`src/rtl/multicycle_controller_if.sv`:
```
// Control bundle between multicycle_controller (master) and the datapath (slave).
// Carries the instruction/branch feedback and every datapath control line.
interface multicycle_controller_if #(
  parameter int STATE_W = 4
);
  logic [31:0]        IReg_out;
  logic               Branch;
  logic               PCWrite;
  logic               MemRead;
  logic               MemWrite;
  logic               IRWrite;
  logic               MemtoReg;
  logic [1:0]         PCSource;
  logic [3:0]         ALUOp;
  logic [1:0]         ALUSrcB;
  logic               ALUSrcA;
  logic               RegWrite;
  logic               BranchType;
  logic               LUI;
  logic               SWB;
  logic               instr_done;
  logic               illegal;
  logic [STATE_W-1:0] state;

  modport master (
    input  IReg_out, Branch,
    output PCWrite, MemRead, MemWrite, IRWrite, MemtoReg, PCSource, ALUOp,
           ALUSrcB, ALUSrcA, RegWrite, BranchType, LUI, SWB, instr_done,
           illegal, state
  );

  modport slave (
    output IReg_out, Branch,
    input  PCWrite, MemRead, MemWrite, IRWrite, MemtoReg, PCSource, ALUOp,
           ALUSrcB, ALUSrcA, RegWrite, BranchType, LUI, SWB, instr_done,
           illegal, state
  );
endinterface

```
`src/rtl/multicycle_controller.sv`:
```
// Multicycle CPU control FSM: FETCH/DECODE/EXEC/MEM/WB, Moore-style controls.
// Define ILLEGAL_TRAP_EN to trap illegal opcodes into a sticky HALT state.
module multicycle_controller #(
  parameter int OPW     = 6,
  parameter int STATE_W = 4
) (
  input  logic                   clk,
  input  logic                   reset,
  multicycle_controller_if.master bus
);

  typedef enum logic [3:0] {
    FETCH  = 4'd0,
    DECODE = 4'd1,
    EXEC   = 4'd2,
    ALU_WB = 4'd3,
    MEM_RD = 4'd4,
    MEM_WB = 4'd5,
    MEM_WR = 4'd6,
    LUI_WB = 4'd7,
    JUMP   = 4'd8,
    BRANCH = 4'd9,
    HALT   = 4'd15
  } state_e;

  localparam logic [OPW-1:0] OP_NOP = OPW'(6'h00);
  localparam logic [OPW-1:0] OP_LW  = OPW'(6'h20);
  localparam logic [OPW-1:0] OP_SW  = OPW'(6'h21);
  localparam logic [OPW-1:0] OP_LUI = OPW'(6'h22);
  localparam logic [OPW-1:0] OP_J   = OPW'(6'h30);
  localparam logic [OPW-1:0] OP_BEQ = OPW'(6'h31);
  localparam logic [OPW-1:0] OP_BNE = OPW'(6'h32);

  state_e state_q, state_d;
  logic   run_q, run_d;

`ifdef ILLEGAL_TRAP_EN
  logic   illegal_q, illegal_d;
`endif

  logic [OPW-1:0] op_s;
  logic           is_r_s, is_i_s, is_branch_s, swb_op_s;
  logic [3:0]     alu_op_s;
  logic           ireg_unused_s;

  logic       pc_write_s, mem_read_s, mem_write_s, ir_write_s, mem_to_reg_s;
  logic [1:0] pc_source_s, alu_src_b_s;
  logic [3:0] alu_op_out_s;
  logic       alu_src_a_s, reg_write_s, branch_type_s, lui_s, swb_s, done_s;

  assign op_s          = bus.IReg_out[31 -: OPW];
  assign ireg_unused_s = ^bus.IReg_out[31-OPW:0];

  // Opcode classification; R- and I-type share low-nibble minus one as ALUOp.
  always_comb begin
    is_r_s      = (op_s >= OPW'(6'h01)) && (op_s <= OPW'(6'h09));
    is_i_s      = (op_s >= OPW'(6'h11)) && (op_s <= OPW'(6'h19));
    is_branch_s = (op_s == OP_BEQ) || (op_s == OP_BNE);
    swb_op_s    = (op_s == OP_SW) || is_branch_s;
    alu_op_s    = op_s[3:0] - 4'd1;
  end

  // Next-state and Moore control decode; everything is held at 0 until run_q.
  always_comb begin
    state_d       = state_q;
    run_d         = 1'b1;
`ifdef ILLEGAL_TRAP_EN
    illegal_d     = illegal_q;
`endif
    pc_write_s    = 1'b0;
    mem_read_s    = 1'b0;
    mem_write_s   = 1'b0;
    ir_write_s    = 1'b0;
    mem_to_reg_s  = 1'b0;
    pc_source_s   = 2'b00;
    alu_op_out_s  = 4'd0;
    alu_src_b_s   = 2'b00;
    alu_src_a_s   = 1'b0;
    reg_write_s   = 1'b0;
    branch_type_s = 1'b0;
    lui_s         = 1'b0;
    swb_s         = 1'b0;
    done_s        = 1'b0;

    if (!run_q) begin
      state_d = FETCH;
    end else begin
      case (state_q)
        FETCH: begin
          ir_write_s  = 1'b1;
          alu_src_b_s = 2'b01;
          pc_write_s  = 1'b1;
          state_d     = DECODE;
        end
        DECODE: begin
          if (is_r_s || is_i_s || (op_s == OP_LUI)) begin
            state_d = EXEC;
          end else if (op_s == OP_LW) begin
            state_d = MEM_RD;
          end else if (op_s == OP_SW) begin
            state_d = MEM_WR;
          end else if (op_s == OP_J) begin
            state_d = JUMP;
          end else if (is_branch_s) begin
            state_d = BRANCH;
          end else begin
`ifdef ILLEGAL_TRAP_EN
            if (op_s == OP_NOP) begin
              state_d = FETCH;
              done_s  = 1'b1;
            end else begin
              state_d   = HALT;
              illegal_d = 1'b1;
            end
`else
            state_d = FETCH;
            done_s  = 1'b1;
`endif
          end
        end
        EXEC: begin
          alu_src_a_s = 1'b1;
          if (op_s == OP_LUI) begin
            alu_src_b_s  = 2'b11;
            alu_op_out_s = 4'd8;
            state_d      = LUI_WB;
          end else begin
            alu_op_out_s = alu_op_s;
            if (is_r_s) begin
              alu_src_b_s = 2'b00;
            end else if (alu_op_s < 4'd2) begin
              alu_src_b_s = 2'b10;
            end else begin
              alu_src_b_s = 2'b11;
            end
            state_d = ALU_WB;
          end
        end
        ALU_WB: begin
          reg_write_s = 1'b1;
          done_s      = 1'b1;
          state_d     = FETCH;
        end
        LUI_WB: begin
          reg_write_s = 1'b1;
          lui_s       = 1'b1;
          done_s      = 1'b1;
          state_d     = FETCH;
        end
        MEM_RD: begin
          mem_read_s = 1'b1;
          state_d    = MEM_WB;
        end
        MEM_WB: begin
          mem_read_s   = 1'b1;
          mem_to_reg_s = 1'b1;
          reg_write_s  = 1'b1;
          done_s       = 1'b1;
          state_d      = FETCH;
        end
        MEM_WR: begin
          mem_write_s = 1'b1;
          done_s      = 1'b1;
          state_d     = FETCH;
        end
        JUMP: begin
          pc_source_s = 2'b10;
          pc_write_s  = 1'b1;
          done_s      = 1'b1;
          state_d     = FETCH;
        end
        BRANCH: begin
          branch_type_s = ~op_s[0];
          pc_write_s    = bus.Branch;
          done_s        = 1'b1;
          state_d       = FETCH;
        end
        HALT: begin
          state_d = HALT;
        end
        default: begin
          state_d = FETCH;
        end
      endcase
      if (state_q != FETCH) begin
        swb_s = swb_op_s;
      end else begin
        swb_s = 1'b0;
      end
    end
  end

  // State register; run_q holds off FETCH outputs until the first edge after reset.
  always_ff @(posedge clk or posedge reset) begin
    if (reset) begin
      state_q <= FETCH;
      run_q   <= 1'b0;
    end else begin
      state_q <= state_d;
      run_q   <= run_d;
    end
  end

`ifdef ILLEGAL_TRAP_EN
  // Sticky illegal-opcode flag, cleared only by reset.
  always_ff @(posedge clk or posedge reset) begin
    if (reset) begin
      illegal_q <= 1'b0;
    end else begin
      illegal_q <= illegal_d;
    end
  end
  assign bus.illegal = illegal_q;
`else
  assign bus.illegal = 1'b0;
`endif

  assign bus.PCWrite    = pc_write_s;
  assign bus.MemRead    = mem_read_s;
  assign bus.MemWrite   = mem_write_s;
  assign bus.IRWrite    = ir_write_s;
  assign bus.MemtoReg   = mem_to_reg_s;
  assign bus.PCSource   = pc_source_s;
  assign bus.ALUOp      = alu_op_out_s;
  assign bus.ALUSrcB    = alu_src_b_s;
  assign bus.ALUSrcA    = alu_src_a_s;
  assign bus.RegWrite   = reg_write_s;
  assign bus.BranchType = branch_type_s;
  assign bus.LUI        = lui_s;
  assign bus.SWB        = swb_s;
  assign bus.instr_done = done_s;
  assign bus.state      = STATE_W'(state_q);

endmodule

```
`src/flat_wrapper.sv`:
```
// flat-port wrapper written by rule: the top's interface ports become plain ports
module multicycle_controller_flat 
#(
  parameter int OPW     = 6,
  parameter int STATE_W = 4
)
  (clk, reset, bus_IReg_out, bus_Branch, bus_PCWrite, bus_MemRead, bus_MemWrite, bus_IRWrite, bus_MemtoReg, bus_PCSource, bus_ALUOp, bus_ALUSrcB, bus_ALUSrcA, bus_RegWrite, bus_BranchType, bus_LUI, bus_SWB, bus_instr_done, bus_illegal, bus_state);
  multicycle_controller_if #(.STATE_W(STATE_W)) bus_i ();
  input  logic clk;
  input  logic reset;
  input wire logic [$bits(bus_i.IReg_out)-1:0] bus_IReg_out;
  input wire logic [$bits(bus_i.Branch)-1:0] bus_Branch;
  output wire logic [$bits(bus_i.PCWrite)-1:0] bus_PCWrite;
  output wire logic [$bits(bus_i.MemRead)-1:0] bus_MemRead;
  output wire logic [$bits(bus_i.MemWrite)-1:0] bus_MemWrite;
  output wire logic [$bits(bus_i.IRWrite)-1:0] bus_IRWrite;
  output wire logic [$bits(bus_i.MemtoReg)-1:0] bus_MemtoReg;
  output wire logic [$bits(bus_i.PCSource)-1:0] bus_PCSource;
  output wire logic [$bits(bus_i.ALUOp)-1:0] bus_ALUOp;
  output wire logic [$bits(bus_i.ALUSrcB)-1:0] bus_ALUSrcB;
  output wire logic [$bits(bus_i.ALUSrcA)-1:0] bus_ALUSrcA;
  output wire logic [$bits(bus_i.RegWrite)-1:0] bus_RegWrite;
  output wire logic [$bits(bus_i.BranchType)-1:0] bus_BranchType;
  output wire logic [$bits(bus_i.LUI)-1:0] bus_LUI;
  output wire logic [$bits(bus_i.SWB)-1:0] bus_SWB;
  output wire logic [$bits(bus_i.instr_done)-1:0] bus_instr_done;
  output wire logic [$bits(bus_i.illegal)-1:0] bus_illegal;
  output wire logic [$bits(bus_i.state)-1:0] bus_state;
  assign bus_i.IReg_out = bus_IReg_out;
  assign bus_i.Branch = bus_Branch;
  assign bus_PCWrite = bus_i.PCWrite;
  assign bus_MemRead = bus_i.MemRead;
  assign bus_MemWrite = bus_i.MemWrite;
  assign bus_IRWrite = bus_i.IRWrite;
  assign bus_MemtoReg = bus_i.MemtoReg;
  assign bus_PCSource = bus_i.PCSource;
  assign bus_ALUOp = bus_i.ALUOp;
  assign bus_ALUSrcB = bus_i.ALUSrcB;
  assign bus_ALUSrcA = bus_i.ALUSrcA;
  assign bus_RegWrite = bus_i.RegWrite;
  assign bus_BranchType = bus_i.BranchType;
  assign bus_LUI = bus_i.LUI;
  assign bus_SWB = bus_i.SWB;
  assign bus_instr_done = bus_i.instr_done;
  assign bus_illegal = bus_i.illegal;
  assign bus_state = bus_i.state;
  multicycle_controller #(.OPW(OPW), .STATE_W(STATE_W)) u_core (.clk(clk), .reset(reset), .bus(bus_i));
endmodule
```
`config.mk`:
```
export PLATFORM = sky130hd
export DESIGN_NAME = multicycle_controller_flat
export DESIGN_NICKNAME = d
export VERILOG_FILES = /design/src/rtl/multicycle_controller_if.sv /design/src/rtl/multicycle_controller.sv /design/src/flat_wrapper.sv
export SDC_FILE = /design/constraint.sdc
export NUM_CORES = 1
export LEC_CHECK = 0
export ABC_AREA = 1
export ABC_CLOCK_PERIOD_IN_PS = 1700
export CELL_PAD_IN_SITES_DETAIL_PLACEMENT = 1
export CELL_PAD_IN_SITES_GLOBAL_PLACEMENT = 1
export CORE_ASPECT_RATIO = 0.6
export CORE_MARGIN = 2
export CORE_UTILIZATION = 18
export CTS_CLUSTER_DIAMETER = 120
export DETAILED_ROUTE_END_ITERATION = 12
export PLACE_DENSITY_LB_ADDON = 0.12
export RECOVER_POWER = 100
export SETUP_SLACK_MARGIN = 0.5
export SLEW_MARGIN = 5
export SYNTH_ARGS = -nofsm -noshare
export SYNTH_HDL_FRONTEND = slang
export SYNTH_SLANG_ARGS = --single-unit
```
`constraint.sdc`:
```
create_clock -name clk -period 1.7 [get_ports clk]
set_input_delay 0.425 -clock clk [delete_from_list [all_inputs] [get_ports clk]]
set_output_delay 0.425 -clock clk [all_outputs]
set_load 0.02 [all_outputs]
```
==> metrics.yaml <==
run_status:
  status: "complete, but fails checks"
  violations: "setup timing"
clocking:
  cts.root.buffer_cell: "clkbuf_8"
  insertion_delay_ns: 0.22
  cts_buffer_depth: 2
  cts_buffers: 3
  cts_tree: "done"
  cts.htree.levels: 1
  hold_buffers: 0
  clk_pin_slew_ns: 0.04
  clock_sinks: 5
grt:
  first_global_vias: 1142
  grt_first_pass_wirelength_mm: 6.01
  grt_max_degree: 6
  antenna_found_initial: 0
  grt-ovfl-total: 0
  grt.total_usage: 0.171
floorplan:
  die_w_um: 87.0
  ios: 59
  start_util: 0.185
  core_area_um2: 4030
  die_h_um: 53.8
  dieArea_um2: 4680
  num_rows: 18
synth:
  seq_area_frac_synth: 0.168
  synth_cells: 118
  synth_top_area_frac: 0.168
  netlist_area_um2: 744
  ys_seq_elements: 5
  synth_top_family_by_area: "simple AND/OR/NAND/NOR gates"
  synth_fa_ha_area_frac: 0.0672
  synthTopCellsByArea: "dfrtp_1, nor2_1, inv_1, nand2_1, ha_1"
  synth.mux.area_fraction: 0
  syn_avg_cell_area_um2: 6.31
  yosys.area_share.simple: 0.469
  synth_compound_area_frac: 0.143
  synth.largest_area_cell: "dfrtp_1"
  synth_xor_area_frac: 0.0118
  ys_warn_count: 0
  synth.distinct_cells: 29
sta:
  finalCritPeriodShare: 1.27
  rsz0062_at_grt: "yes"
  fin_ws_ns: -0.457
  hold_viol: 0
  finClkSkew_ns: 0.00366
  fin_setup_tns_ns: -5.24
  slew_viol_final: 0
  setup_viol: 20
  fmax_ghz: 0.464
  min_period_ns: 2.16
setup_path:
  cp-end-kind: "primary output"
  rrSetupSlack_ns: -0.07
  crit_fanout: 5
  start_kind: "input port"
  crit_required_ns: 1.27
  path_class: "input port to primary output"
  crit_arrival_ns: 1.73
finish:
  fin_area_um2: 2120
  drive_above_1_share: 0.801
  fillCellCount: 462
  final_common_cell: "buf_4"
  final_cell_mix: "buf_4, buf_6, nor2_4"
  seqCellArea_um2: 129
  multi_input_area_um2: 881
  diodes: 0
  utilization: 0.526
  synthToLayoutAreaGrowth_pct: 185
  final_nets: 256
power:
  p_leak_uw: 0.000978
  power_density_nw_per_um2: 341
  p_total_uw: 723
  max-vdd-ir-drop_uv: 509
route:
  avgRoutedWirePerCell_um: 14.5
  drt_drc_violations_left: 0
  drt_iter0_drc: 20
  wl_mm: 3.86
  num_vias: 1124
  ant_nets: 0
  post_drt_via_cell_ratio: 4.23
  dr.pass1.iters: 4
placed_design:
  place.gp.congestion: 0.811
  place_area_um2: 1650
  post-dp-hpwl_mm: 2.75
  portBuffers: 30
  pre_cts_ws_ns: -1.38
hold_path:
  hold_class: "input port to async pin"
job:
  max-cap-violations: 0
cells by family (layout without fill, tap and decap cells):
kind of cell / count (synthesis) / in the layout
simple gates: 65 / 65
other cells: 2 / 3
flops: 5 / 5
fa+ha+maj: 4 / 4
buf+inv: 24 / 121
compound gates: 17 / 17
xor+xnor: 1 / 1
worst max-delay path, cell delays in order:
cell     delay (ns)
buf_6          0.09
buf_8          0.13
buf_6          0.12
ha_4           0.16
nand2_4        0.06
buf_6          0.09
nor2_4         0.05
buf_6          0.12
nor2_4         0.09
nand3_2        0.10
a21oi_4        0.16
buf_6          0.13
per-stage QoR:
step                instances  hold WS (ns)
floorplan                 119         0.203
global placement          238         0.633
detailed placement        238         0.634
CTS                       256         0.405
global route              266         0.561
finish                    266         0.543
worst paths after layout:
check,startpoint,end,cells past startpoint
max,bus_IReg_out[27],bus_instr_done,12
min,reset,u_core.bus.state[2]$_DFF_PP0_,2
max reg2reg,u_core.bus.state[0]$_DFF_PP0_,u_core.bus.state[1]$_DFF_PP0_,7
min reg2reg,u_core.bus.state[1]$_DFF_PP0_,u_core.bus.state[1]$_DFF_PP0_,6
max in group asynchronous,reset,u_core.bus.state[3]$_DFF_PP0_,2
min in group clk,u_core.bus.state[1]$_DFF_PP0_,u_core.bus.state[1]$_DFF_PP0_,6
layer usage:
metal  vias up  share of wire  global-route usage
li1        571              -                   -
met3         2          0.030              0.0399
met4         0         0.0054              0.0208
met2        19           0.49               0.285
met1       532           0.47               0.234
met5         -              0                   0
synthesized netlist by cell type:
master,n
nor2_1,19
inv_1,18
nand2_1,17
nand3_1,9
a21oi_1,6
nand2_2,6
dfrtp_1,5
ha_1,4
inv_2,4
nor2_4,4
nor2_2,3
a21oi_2,2
buf_4,2
conb_1,2
nand4_1,2
o21ai_0,2
a211oi_1,1
a21boi_1,1
a31oi_1,1
nand2_4,1
nand4_2,1
nor3_1,1
nor3_2,1
nor3_4,1
o21ai_1,1
o22ai_1,1
o31ai_1,1
o32ai_1,1
xnor2_1,1
flip-flops by register name (all words and copies together) (netlist names):
register,flops
u_core.bus.state,4
u_core.run_q,1
timing repair:
action / in CTS / in global routing
setup buffers: 14 / 10
resized for setup: 186 / 28
endpoints found under the setup margin: 26 / 26
pin swaps: 29 / 24
where the power goes:
group	switching, uW	total (uW)	internal [uW]
logic	198	376	178
registers	5.26	130	125
clock network	55.5	216	161
layout make-up:
type	count	area share
Tap cell	50	0.0295
Inverter	22	0.0620
Timing Repair Buffer	95	0.411
Sequential cell	5	0.0608
Clock buffer	4	0.0213
Multi-Input combinational cell	90	0.416
No activity file was read; power rests on OpenSTA's default activity.
